`src/rtl/spi_instruction_fetch.sv`:
```
// -----------------------------------------------------------------------------
// spi_instruction_fetch
//
// Fetches one 32-bit instruction word from an external SPI NOR flash with the
// plain READ command (SPI mode 0). The address is sent MSB first, and then
// 32 data bits are clocked in. The four received bytes are little-endian:
// the first byte on the wire is instruction[7:0]. The word is held for the
// core under a valid/accept handshake. A misaligned address is not sent to
// the flash. It is answered with an error result instead.
//
// Ports
//   clk                 system clock
//   rst_n               asynchronous active-low reset
//   fetch_request       start a fetch (only looked at while fetch_ready=1)
//   fetch_address[31:0] byte address, captured when the request is accepted
//   fetch_ready         idle and able to take a request
//   instruction[31:0]   fetched word (zero on error), stable while valid
//   instruction_valid   result available
//   instruction_accept  consumer takes the result this cycle
//   fetch_error         qualifies instruction_valid: misaligned address
//   spi_cs_n            flash chip select, active-low
//   spi_sck             serial clock, idles low
//   spi_mosi            serial data to the flash
//   spi_miso            serial data from the flash
// -----------------------------------------------------------------------------
module spi_instruction_fetch #(
    parameter int          CLOCK_DIVIDER = 2,      // clk cycles per SCK half-period
    parameter logic [7:0]  READ_COMMAND  = 8'h03,
    parameter int          ADDRESS_WIDTH = 24
) (
    input  logic        clk,
    input  logic        rst_n,
    input  logic        fetch_request,
    input  logic [31:0] fetch_address,
    output logic        fetch_ready,
    output logic [31:0] instruction,
    output logic        instruction_valid,
    input  logic        instruction_accept,
    output logic        fetch_error,
    output logic        spi_cs_n,
    output logic        spi_sck,
    output logic        spi_mosi,
    input  logic        spi_miso
);

    // Command plus address bits shifted out, then 32 data bits shifted in.
    localparam int TX_BITS    = 8 + ADDRESS_WIDTH;
    localparam int TOTAL_BITS = TX_BITS + 32;
    localparam int CNT_W      = $clog2(TOTAL_BITS);
    localparam int DIV_W      = (CLOCK_DIVIDER > 1) ? $clog2(CLOCK_DIVIDER) : 1;
    localparam int DES_W      = $clog2(2 * CLOCK_DIVIDER);

    localparam logic [DIV_W-1:0] DIV_LAST = DIV_W'(CLOCK_DIVIDER - 1);
    localparam logic [DES_W-1:0] DES_LAST = DES_W'(2 * CLOCK_DIVIDER - 1);
    localparam logic [CNT_W-1:0] LAST_BIT = CNT_W'(TOTAL_BITS - 1);
    localparam logic [CNT_W-1:0] CMD_END  = CNT_W'(8);
    localparam logic [CNT_W-1:0] ADDR_END = CNT_W'(TX_BITS);

    typedef enum logic [2:0] {
        IDLE,
        COMMAND,
        ADDRESS,
        DATA,
        DESELECT
    } state_t;

    state_t             state_reg;
    logic [DIV_W-1:0]   div_cnt_reg;     // position inside one SCK half-period
    logic [CNT_W-1:0]   bit_cnt_reg;     // bit index across all phases
    logic [DES_W-1:0]   desel_cnt_reg;   // minimum chip-select-high time
    logic [TX_BITS-1:0] tx_shift_reg;    // command and address, MSB first
    logic [31:0]        rx_shift_reg;    // received bits, first bit ends up at MSB

    logic [CNT_W-1:0]   bit_cnt_next;
    logic [31:0]        rx_word;

    assign bit_cnt_next = bit_cnt_reg + CNT_W'(1);

    // After 32 shifts the first byte received is in rx_shift_reg[31:24].
    // Reverse the byte order so that this byte becomes instruction[7:0].
    genvar gi;
    generate
        for (gi = 0; gi < 4; gi++) begin : g_byte_swap
            assign rx_word[8*gi +: 8] = rx_shift_reg[8*(3-gi) +: 8];
        end
    endgenerate

    // The address bits above ADDRESS_WIDTH are deliberately not sent.
    generate
        if (ADDRESS_WIDTH < 32) begin : g_upper_addr
            logic unused_upper_address;
            assign unused_upper_address = ^fetch_address[31:ADDRESS_WIDTH];
        end
    endgenerate

    always_ff @(posedge clk or negedge rst_n) begin
        if (!rst_n) begin
            state_reg         <= IDLE;
            div_cnt_reg       <= '0;
            bit_cnt_reg       <= '0;
            desel_cnt_reg     <= '0;
            tx_shift_reg      <= '0;
            rx_shift_reg      <= '0;
            spi_cs_n          <= 1'b1;
            spi_sck           <= 1'b0;
            spi_mosi          <= 1'b0;
            instruction       <= '0;
            instruction_valid <= 1'b0;
            fetch_error       <= 1'b0;
            fetch_ready       <= 1'b1;
        end else begin
            // Handshake. A new result is only produced while valid is low,
            // so this never conflicts with the result writes below.
            if (instruction_valid && instruction_accept) begin
                instruction_valid <= 1'b0;
            end

            case (state_reg)
                IDLE: begin
                    if (fetch_ready && fetch_request) begin
                        fetch_ready <= 1'b0;
                        if (fetch_address[1:0] != 2'b00) begin
                            // Misaligned address. Answer at once and leave the bus idle.
                            instruction_valid <= 1'b1;
                            fetch_error       <= 1'b1;
                            instruction       <= '0;
                        end else begin
                            tx_shift_reg <= {READ_COMMAND, fetch_address[ADDRESS_WIDTH-1:0]};
                            spi_cs_n     <= 1'b0;
                            spi_sck      <= 1'b0;
                            spi_mosi     <= READ_COMMAND[7];
                            div_cnt_reg  <= '0;
                            state_reg    <= COMMAND;
                        end
                    end else begin
                        // This is ready for the next cycle. An error result that is
                        // still pending blocks it until it is accepted.
                        fetch_ready <= !(instruction_valid && !instruction_accept);
                    end
                end

                COMMAND, ADDRESS, DATA: begin
                    if (div_cnt_reg != DIV_LAST) begin
                        div_cnt_reg <= div_cnt_reg + DIV_W'(1);
                    end else begin
                        div_cnt_reg <= '0;
                        if (!spi_sck) begin
                            // Rising SCK edge: the flash has already driven MISO
                            // for at least one half-period.
                            spi_sck <= 1'b1;
                            if (state_reg == DATA) begin
                                rx_shift_reg <= {rx_shift_reg[30:0], spi_miso};
                            end
                        end else begin
                            // End of a bit. SCK falls and MOSI moves to the next bit.
                            spi_sck <= 1'b0;
                            if (bit_cnt_reg == LAST_BIT) begin
                                spi_cs_n          <= 1'b1;
                                spi_mosi          <= 1'b0;
                                instruction       <= rx_word;
                                instruction_valid <= 1'b1;
                                fetch_error       <= 1'b0;
                                desel_cnt_reg     <= '0;
                                state_reg         <= DESELECT;
                            end else begin
                                bit_cnt_reg  <= bit_cnt_next;
                                tx_shift_reg <= tx_shift_reg << 1;
                                if (bit_cnt_next == CMD_END) begin
                                    state_reg <= ADDRESS;
                                end
                                if (bit_cnt_next >= ADDR_END) begin
                                    state_reg <= DATA;
                                    spi_mosi  <= 1'b0;
                                end else begin
                                    spi_mosi  <= tx_shift_reg[TX_BITS-2];
                                end
                            end
                        end
                    end
                end

                DESELECT: begin
                    // Hold chip select high for the minimum time. Then wait
                    // until the consumer has taken the word.
                    if (desel_cnt_reg != DES_LAST) begin
                        desel_cnt_reg <= desel_cnt_reg + DES_W'(1);
                    end else if (!instruction_valid) begin
                        state_reg   <= IDLE;
                        bit_cnt_reg <= '0;
                        fetch_ready <= 1'b1;
                    end
                end

                default: begin
                    state_reg <= IDLE;
                end
            endcase
        end
    end

endmodule

```
`config.mk`:
```
export PLATFORM = sky130hd
export DESIGN_NAME = spi_instruction_fetch
export DESIGN_NICKNAME = d
export VERILOG_FILES = /design/src/rtl/spi_instruction_fetch.sv
export SDC_FILE = /design/constraint.sdc
export NUM_CORES = 1
export LEC_CHECK = 0
export BUFFER_PORTS_ARGS = -buffer_cell sky130_fd_sc_hd__buf_2
export CAP_MARGIN = 20
export CORE_ASPECT_RATIO = 2
export CORE_MARGIN = 2
export CORE_UTILIZATION = 50
export CTS_CLUSTER_DIAMETER = 40
export DETAILED_ROUTE_END_ITERATION = 10
export PLACE_DENSITY = 0.72
export SYNTH_ARGS = -nofsm -noshare
export SYNTH_HDL_FRONTEND = slang
export SYNTH_SLANG_ARGS = --single-unit
```
`constraint.sdc`:
```
create_clock -name clk -period 6.1 [get_ports clk]
set_input_delay 0.61 -clock clk [delete_from_list [all_inputs] [get_ports clk]]
set_output_delay 0.61 -clock clk [all_outputs]
set_load 0.01 [all_outputs]
```
* Word level (Yosys, flattened, before mapping) *
Cells that the tools add are included.

operators by class
  add/sub/neg operators = 3
  $lt $le $gt $ge = 1
  equality and inequality tests = 18
  mux-type cells = 66
  bitwise gates (word level) = 1
  reductions and logical operators = 22

operators with widths
  cell                   count
  $mux W32               5
  $mux W31               5
  $pmux W32 S2           1
  $pmux W31 S2           1
  $mux W6                5
  $mux W3                9
  $mux W1                26
  $reduce_and A6 Y1      4
  $ne A2 B2 Y1 const B   11
  $pmux W1 S2            7
  $pmux W6 S2            1
  $reduce_and A5 Y1      2
  $pmux W3 S3            1
  $mux W2                4
  $reduce_and A4 Y1      2
  $reduce_bool A2 Y1     4
  $reduce_and A7 Y1      1
  $add A6 B1 Y6 const B  1
  $eq A3 B2 Y1 const B   2
  $eq A6 B4 Y1 const B   1
  $eq A6 B6 Y1 const B   1
  $ge A6 B6 Y1 const B   1
  $reduce_and A3 Y1      2
  $ne A4 B4 Y1 const B   1
  10 further kinds       13

word-level totals
  register bits after elaboration = 113
  input port bits = 37
  output and inout bits = 38
  word-level logic and storage cells = 124

* Logic depth before layout (Yosys ltp) *
  depth after elaboration = 8
  gate-level depth with buffers = 8
  mapped depth without buffers = 6

* Worst setup path after synthesis *
OpenSTA, ideal clock, no wires.

  path kind = reg-to-reg
  start point = register bit_cnt_reg[0]
  end point = register instruction[10]
  data arrival time = 1,793 ps
  required time = 5,968 ps
  setup slack = 4,175 ps
  stages on the path, launching flop included = 9
  path buffers = 2
  path through = dfrtp_1 ha_1 nand3_2 or3_4 a21o_1 buf_4 buf_2 nand2_1 o21ai_1

between the ends
  word-level cells in the longest chain between the ends = 3

ends and longest elaborated chain
  element                             line  source
  start, declared                     69    logic [CNT_W-1:0] bit_cnt_reg;
  start signal, assigned              166   bit_cnt_reg <= bit_cnt_next;
  $eq A6 B6 Y1                        157   if (bit_cnt_reg == LAST_BIT) begin
  $ne A2 B2 Y1 (no source line)       -
  $reduce_and A6 Y1 (no source line)  -
  end signal, assigned                160   instruction <= rx_word;
  end, declared                       36    output logic [31:0] instruction,

No other way between the ends.
A chain may end at the register's enable or synchronous reset.

* Worst setup path in the final report *
  start point = register bit_cnt_reg[0]
  end point = register instruction[29]

Same word-level chain as after synthesis.

==> key figures <==
Outcome
  – Status: completed

Logic synthesis
  – Flops & latches, synth: between 100 and 150
  – Yosys warning total: 0
  – Synth async-reset ratio: 100%
  – Post-synth top flop: dfrtp_1
  – Synth Net Count: 478
  – Synthesized area: 4790 sq um
  – Cell count after synthesis: approximately 440
  – Avg Cell Area, Syn: around 11 sq um
  – EDFF count, synth: 0
  – Sequential-to-total area share from yosys stat: approximately 60%
  – Cell variety after synth: between 40 and 50

Worst hold path
  – HP Class: in2async

Route
  – Vias: 3,355
  – Total wire length: between 9 and 10 mm
  – First-pass DRT Iterations: 4
  – DRT iter0 DRCs: 220
  – Drt drc: 0
  – Antenna Nets Post-Route: 0
  – DR WL/cell: approximately 15 microns
  – Vias per cell: 5.40

Placement
  – Setup slack at placement: between 3000 and 4000 ps
  – DP HPWL: around 6.3 mm
  – Port buffer count: 66
  – Post-Place Cells: just under 600
  – GPL Wtd Cong: between 0.8 and 0.9

Timing
  – Slew margin rel.: between 40% and 50%
  – Endpoints failing setup: 0
  – Final Critical Period: approximately 2300 ps
  – Tcrit/Tclk final: approximately two fifths
  – Worst slew pin tran: about 800 ps
  – Worst Skew: roughly 7 ps
  – Endpoints failing hold: 0
  – RSZ-0062 raised after global routing: false
  – Max-slew violation count: 0
  – Setup WS post-layout: ~3800 ps
  – FMAX: about 0.43 GHz
  – Setup TNS: 0 ps

Finish
  – Diode count: 0
  – Multi-input logic area: 1840 sq um
  – Layout area overhead: 19.1%
  – Layout Nets: between 500 and 600
  – Post-Layout Cell Count: just over 600
  – Layout cells sized above 1: between 20 and 30%
  – Seq. cell area: approximately 2800 sq um
  – FILL cells: roughly 800

Floorplan
  – # rows: 50
  – Initial core utilization: just over 50%
  – I/O pins: between 70 and 80
  – Die W: about 73 microns
  – Area of the die: about 10,000 sq um
  – Die Ht: approximately 140 microns
  – Core area: 9320 sq um

Global routing
  – Vias in the first global route: 3,546
  – First-pass GRT wire length: approximately 16 mm
  – Total grt overflow: 0
  – Total track usage: about a fifth
  – Largest net degree at the start of global routing: between 60 and 70
  – Initial antenna violation count: 0

Worst setup path
  – WP data arrival: about 2600 ps
  – Worst setup SP type: register
  – WS Path Type: reg2reg
  – Critical Path Fanout Max: 38
  – CP required: between 6000 and 7000 ps
  – CP endpoint kind: register

Power and ir drop
  – Peak supply drop: 0.255 mV
  – Power per standard cell area: approximately 420 nW/um^2
  – Leak: approximately 2.7 nW

Clock network
  – CTS max path bufs: 2
  – Post-CTS Setup Bufs: 0
  – CTS tree: done
  – Htree depth: 4
  – Worst-skew pair later-pin latency: about 400 ps
  – Clock Sinks: about 110
  – Clock Tree Root: clkbuf_16
  – Clock-pin transition on the worst setup and hold timing paths: 50 ps
  – Hold buffers post-CTS: 0
  – Cts repair resizes: 0
  – CTS Buf Count: 17

Flow run
  – Max Cap Viol: 0
## layout make-up
type | instances | share of cell area (%)
inverter | 3 | 0.197
tap | 104 | 2.28
clock inverter | 7 | 0.657
sequential | 113 | 49.6
clock buffer | 23 | 8.19
timing repair buffer | 72 | 6.97
multi-input combinational | 299 | 32.1
## cell usage in the layout (no fill, tap or decap), types with 3 or more instances in the layout
master	n
mux2_2	33
buf_2	65
nand2_1	96
clkbuf_16	17
dfrtp_1	111
o21a_1	3
inv_1	3
o21ai_1	32
clkbuf_1	4
nand3_1	6
a22o_1	6
mux2i_1	24
a21oi_1	11
o21ai_0	40
buf_4	6
o211ai_1	3
nor2_1	8
clkinv_2	6
## through the flow
stage | util, % | total power (W) | instance area, sq um | hold slack (ps)
2_1_floorplan | - | 0.00142 | 4790 | 314
3_3_place_gp | 55.5 | 0.00156 | 5180 | 464
3_5_place_dp | 55.5 | 0.00159 | 5180 | 474
4_1_cts | 61.0 | 0.00244 | 5680 | 235
5_1_grt | 61.3 | 0.00256 | 5710 | 262
6_report | 61.3 | 0.00242 | 5710 | 226
## cells in the mapped netlist (2+ instances only)
library cell | instances | area share [%]
mux2_2 | 33 | 7.8
o21ai_1 | 32 | 3.3
nand2_1 | 96 | 7.5
a21oi_1 | 11 | 1.1
xor2_1 | 2 | 0.37
nor2b_1 | 2 | 0.26
dfstp_2 | 2 | 1.1
nor2_1 | 9 | 0.70
o22a_1 | 2 | 0.37
o211ai_1 | 3 | 0.47
a22o_1 | 6 | 1.1
or3_1 | 2 | 0.26
inv_1 | 3 | 0.23
dfrtp_1 | 111 | 58
nand3_1 | 6 | 0.63
mux2i_1 | 24 | 5.0
ha_1 | 2 | 0.52
clkbuf_1 | 11 | 0.86
nand2b_1 | 2 | 0.26
nand4_1 | 2 | 0.26
a31oi_1 | 2 | 0.26
o21ai_0 | 40 | 4.2
buf_6 | 2 | 0.47
buf_2 | 10 | 1.0
or2_2 | 2 | 0.26
a21o_1 | 2 | 0.31
o21a_1 | 3 | 0.47
## kinds of logic (layout without fill, tap and decap cells)
logic type | after synthesis | after routing | share of synthesized area [%]
adders and majority gates | 2 | 2 | 0.522
and+or+nand+nor | 129 | 129 | 11.5
muxes | 57 | 57 | 12.8
AOI/OAI and AO/OA | 108 | 108 | 12.9
xor gates and xnor gates | 3 | 3 | 0.548
DFF | 113 | 113 | 59.0
buffers and inverters | 27 | 105 | 2.77
## final timing paths
path | slack [ps] | end | startpoint | depth (start not counted)
max | 3780 | instruction[29] | bit_cnt_reg[0] | 7
min | 230 | tx_shift_reg[11] | rst_n | 1
max in group asynchronous | 4610 | instruction[6] | rst_n | 2
min reg2reg | 480 | instruction[5] | instruction[5] | 2
max reg2reg | 3780 | instruction[29] | bit_cnt_reg[0] | 7
min in group clk | 420 | instruction_valid | instruction_accept | 2
## critical path: stages (launching register included)
cell and delay [ps]:
dfrtp_1 430, ha_1 290, nand3_2 170, or3_4 460, a21o_2 420, buf_16 260, nand2_1 90, o21ai_1 70
## power by group
group	switching [W]	total [W]	internal [W]	leakage, nW
combinational	0.000337	0.000568	0.000231	0.971
sequential	0.000107	0.00101	0.000900	1.51
clock	0.000314	0.000842	0.000529	0.252
total	0.000757	0.00242	0.00166	2.74
## per-layer routing
layer / global-route usage (%) / part of all wire (%) / vias to the layer above
li1: - / - / 1661
met4: 8.58 / 1.6 / 0
met5: 0 / 0 / -
met1: 22.2 / 39 / 1614
met3: 5.88 / 3.4 / 12
met2: 36.0 / 55 / 68
(Power assumes the default switching activity.)
